## config.mk

```make
export PLATFORM = sky130hd
export DESIGN_NAME = reg_scoreboard
export DESIGN_NICKNAME = d
export VERILOG_FILES = /design/src/rtl/reg_scoreboard.sv
export SDC_FILE = /design/constraint.sdc
export NUM_CORES = 1
export LEC_CHECK = 0
export CAP_MARGIN = 20
export CORE_UTILIZATION = 50
export DETAILED_ROUTE_END_ITERATION = 12
export HOLD_SLACK_MARGIN = 0.12
export PLACE_DENSITY = 0.81
export RECOVER_POWER = 50
export REMOVE_ABC_BUFFERS = 1
export SETUP_SLACK_MARGIN = 0.02
export SYNTH_ARGS = -nofsm -noshare
export SYNTH_HDL_FRONTEND = slang
export SYNTH_SLANG_ARGS = --single-unit
```

## constraint.sdc

```tcl
create_clock -name clk -period 4 [get_ports clk]
set_clock_uncertainty 0.1 [all_clocks]
set_input_delay 0.4 -clock clk [delete_from_list [all_inputs] [get_ports clk]]
set_output_delay 0.4 -clock clk [all_outputs]
set_load 0.01 [all_outputs]
```

## src/rtl/reg_scoreboard.sv

```systemverilog
// Per-register issue-latency scoreboard: counts down the cycles before each pending
// destination becomes forwardable and stalls ID while a source operand is still waiting.
module reg_scoreboard #(
    parameter int NUM_REGS = 32,
    parameter int ADDR_W   = 5,
    parameter int LAT_W    = 3,
    parameter int PERF_W   = 32
) (
    input  logic                clk,
    input  logic                rst,
    input  logic [ADDR_W-1:0]   id_rs,
    input  logic [ADDR_W-1:0]   id_rt,
    input  logic                id_use_rs,
    input  logic                id_use_rt,
    input  logic                issue_valid,
    input  logic                issue_regwrite,
    input  logic [ADDR_W-1:0]   issue_rd,
    input  logic [LAT_W-1:0]    issue_lat,
    input  logic                flush,
    output logic                stall,
    output logic                stall_rs,
    output logic                stall_rt,
    output logic [NUM_REGS-1:0] busy_mask,
    output logic [PERF_W-1:0]   stall_cycles
);

    localparam logic [PERF_W-1:0] PERF_MAX = {PERF_W{1'b1}};

    logic [LAT_W-1:0]    cnt_r [NUM_REGS];
    logic [NUM_REGS-1:0] busy_s;
    logic                stallRs_s;
    logic                stallRt_s;
    logic                stall_s;
    logic                accepted_s;
    logic [PERF_W-1:0]   stallCycles_r;

    // Busy flags and stall decode, driven only from registered counts.
    always_comb begin
        busy_s = {NUM_REGS{1'b0}};
        for (int r = 0; r < NUM_REGS; r++) begin
            if (cnt_r[r] != {LAT_W{1'b0}}) begin
                busy_s[r] = 1'b1;
            end else begin
                busy_s[r] = 1'b0;
            end
        end
        stallRs_s  = id_use_rs & (id_rs != {ADDR_W{1'b0}}) & busy_s[id_rs];
        stallRt_s  = id_use_rt & (id_rt != {ADDR_W{1'b0}}) & busy_s[id_rt];
        stall_s    = stallRs_s | stallRt_s;
        accepted_s = issue_valid & ~stall_s & ~flush;
    end

    // Per-register wait counters; r0 never holds a pending write.
    always_ff @(posedge clk) begin
        for (int r = 0; r < NUM_REGS; r++) begin
            if (rst || flush || (r == 0)) begin
                cnt_r[r] <= {LAT_W{1'b0}};
            end else if (accepted_s && issue_regwrite && (issue_rd == ADDR_W'(r))) begin
                cnt_r[r] <= issue_lat;
            end else if (cnt_r[r] != {LAT_W{1'b0}}) begin
                cnt_r[r] <= cnt_r[r] - {{(LAT_W-1){1'b0}}, 1'b1};
            end else begin
                cnt_r[r] <= {LAT_W{1'b0}};
            end
        end
    end

    // Saturating stall-cycle counter; a flush leaves it untouched.
    always_ff @(posedge clk) begin
        if (rst) begin
            stallCycles_r <= {PERF_W{1'b0}};
        end else if (stall_s && (stallCycles_r != PERF_MAX)) begin
            stallCycles_r <= stallCycles_r + {{(PERF_W-1){1'b0}}, 1'b1};
        end else begin
            stallCycles_r <= stallCycles_r;
        end
    end

    assign stall        = stall_s;
    assign stall_rs     = stallRs_s;
    assign stall_rt     = stallRt_s;
    assign busy_mask    = busy_s;
    assign stall_cycles = stallCycles_r;

endmodule

```

==> summary.txt <==
Run status
  • Run status: finished clean

Logic synthesis
  • Mean post-synth cell area: 9.92 sq um
  • Sequential fraction of the synthesis area: 39.3%
  • Library cell occupying the most area in the post-synthesis netlist: edfxtp_1
  • Post-Syn Area: around 8700 sq um
  • Synth unique cells: 47
  • Dominant register cell in the synthesized netlist: edfxtp_1
  • Warnings from Yosys: 0
  • Async set or reset register ratio after synthesis: 0%
  • Largest cells by area after synthesis: edfxtp_1 32%, mux2i_1 11%, ha_1 9.0%, dfxtp_1 7.3%, mux2_2 4.6%
  • Post-synth top area share: 32.0%
  • Synth Register Bits: between 100 and 150
  • Count of flip-flops with a built-in enable after synthesis: 93
  • Number of instances in the synthesized netlist: 880

Setup path
  • Capturing element type of the critical path: output pin
  • Worst r2r path cells: 10
  • Largest driver fanout on the critical path: 4
  • Critical path origin: cnt_r[0][30]$_SDFFCE_PP0P_
  • Required time of the critical path: roughly 3.5 ns
  • Critical path type: reg -> out
  • Critical path data arrival time: 3.14 ns
  • Critical Path Source Type: flip-flop
  • Start of the worst register-to-register path: cnt_r[1][9]$_SDFFCE_PP0P_

Routing
  • Wire length on met1: 9.06 mm
  • Top routing layer used: met4
  • TritonRoute pass-1 iters: 5
  • Via count: 7014
  • Starting DRT DRC Count: 563
  • Vias per std cell: between 5 and 6
  • Drc violations: 0
  • Total routed wirelength: around 21 mm
  • Remaining number of nets flagged by the antenna check after routing: 0
  • Routed WL per cell: 16.3 um
  • Detailed route wirelength on metal2: 10.1 mm
  • Met3 WL: 1.23 mm

Placed design
  • Dpl ws: 0.380 ns
  • Final weighted congestion in routability-driven placement: ~0.86
  • Dpl hpwl: between 10 and 15 mm
  • IO buf count: 90
  • Number of instances in the placed design: around 1200

STA
  • Unrepaired setup endpoints after global routing: no
  • Setup Viol. Count Final: 0
  • Final critical-path setup slack: 0.361 ns
  • Worst-Margin Slew: slightly below 1 ns
  • Normalized max-slew margin: ~34%
  • Count of final max-slew check failures: 0
  • Min Clock Period, post-route: 3.64 ns
  • Number of failing hold endpoints at the final stage: 0
  • Highest clock rate: 275 MHz
  • Share of the clock period used by the worst path after layout: between 90% and 100%

Min path
  • Class of the worst hold path: reg -> reg
  • Number of instances on the worst hold path: 2
  • Worst hold start: stall_cycles[17]$_SDFFE_PP0P_

Layout
  • Core utilization of the finished layout: 64.1%
  • Most frequent cells in the layout: 97 x mux2i_1, 94 x conb_1, 93 x edfxtp_1, 84 x inv_1, 74 x nand3_1
  • Most common library cell in the layout ignoring fill and taps: mux2i_1
  • Post-route non-filler standard cell count: 1281
  • Share of cells above drive strength 1: 9.99%
  • Ant diodes: 0
  • Count of nets after finishing: 1136
  • Synthesis-to-layout area growth: 23.6%
  • FILL cells: 1363

CTS
  • CTS Sinks: 125
  • CTS HTree Levels: 4
  • Number of clock buffers inserted by TritonCTS: 17
  • Clock-pin slew reported for the worst setup and hold paths after clock tree synthesis: around 0.060 ns
  • Number of instances resized during post-cts repair: 0
  • CTS tree: built
  • Quantity of hold-fixing buffers added after cts: 0
  • Post-CTS Setup Repair Bufs: 0
  • Library cell used as clock root buffer: clkbuf_16
  • Maximum count of clock buffers along a single path: 2
  • Clock latency on the worst-skew pair: between 0.4 and 0.5 ns

Floorplan
  • Y dimension of the die: 134 um
  • Starting density of the core: between 50 and 60%
  • Core outline area: 16800 sq um
  • Boundary pin count: 92
  • Die span in x: 134 um
  • Die area: around 18000 sq um
  • Number of placement rows: between 40 and 50

Global route
  • Antenna violations before repair: 0
  • Wire length of the first global-routing pass: around 34 mm
  • Vias in the first global route: roughly 6700
  • Overall overflow remaining after global route: 0
  • Pin count of the biggest net entering global routing: 75
  • Gr usage total: 24.0%

Pwr
  • Leakage power: 4.83 nW
  • Pwr per Cell Area: about 340 nW/um^2
  • Peak supply drop: ~0.32 mV
  • Overall power: about 0.0036 W

Job
  • Reported max-cap violation count: 0
-- critical path, stage by stage, from the launching register on --
cell	delay, ns
edfxtp_1	0.36
inv_1	0.12
ha_1	0.17
nor2b_1	0.34
mux4_2	0.32
mux2i_1	0.08
a221oi_1	0.45
o221a_4	0.30
inv_1	0.09
clkdlybuf4s50_1	0.48
-- cell type report --
cell class / count / area, sq um / share of cell area [%]
Clock inverter: 6 / 36.3 / 0.336
Timing Repair Buffer: 109 / 1040 / 9.61
Multi-Input combinational cell: 711 / 5100 / 47.3
Clock buffer: 26 / 593 / 5.50
Inverter: 84 / 315 / 2.92
Sequential cell: 125 / 3430 / 31.8
Tap cell: 220 / 275 / 2.55
-- through the flow --
stage | area (sq um) | setup TNS [ns] | hold slack [ns]
5_1_grt | 10800 | 0 | 0.424
2_1_floorplan | 8840 | -46.78 | 0.369
6_report | 10800 | 0 | 0.394
3_3_place_gp | 10200 | 0 | 0.378
4_1_cts | 10800 | 0 | 0.395
3_5_place_dp | 10200 | 0 | 0.389
-- synthesized netlist by cell type, drive strengths merged, types with 2 or more instances --
cell type  instances
nor3               9
nand3             74
nand4b             2
or3               23
mux2              36
and4               3
dfxtp             32
and2               2
nand2b            17
or3b               2
clkbuf            38
o21ai              8
buf               14
or4               21
a211o              2
o31ai             21
a21oi             27
nor2              51
nand4             13
ha                63
nor3b              4
and3              15
or2                3
nor2b             31
a21o               2
nand2             48
conb               2
edfxtp            93
mux4              12
inv               84
nor4               5
nand3b            15
mux2i             97
-- power breakdown --
group	switching [W]	internal [W]	total, W
clock	0.000580	0.00102	0.00160
combinational	0.000313	0.000233	0.000546
sequential	0.0000258	0.00146	0.00149
-- final timing paths --
kind / end / slack, ns
setup / recovery: stall / 0.36
hold reg to reg: stall_cycles[17]$_SDFFE_PP0P_ / 0.39
hold / removal: stall_cycles[17]$_SDFFE_PP0P_ / 0.39
setup reg to reg: stall_cycles[5]$_SDFFE_PP0P_ / 0.57
-- routing by layer --
| metal | vias to the layer above | GRT usage [%] |
|---|---|---|
| met5 | - | 0 |
| met2 | 229 | 40.1 |
| met1 | 3339 | 31.0 |
| li1 | 3411 | - |
| met3 | 35 | 4.20 |
| met4 | 0 | 8.93 |
-- flip-flops by register name, indices dropped and copies added, names as in the netlist --
name	cells
cnt_r	93
stall_cycles	32
-- cell families (layout without fill, tap and decap cells) --
kind of cell,after synthesis,count (layout),share of synthesized area (%)
simple gates,340,340,21.2
mux,145,145,18.9
buf+inv,136,225,6.35
flops,125,125,39.3
compound gates,69,69,5.16
fa+ha+maj,63,63,9.03
other cells,2,94,0.0860
Note: power is estimated with default switching activity, not from simulation.
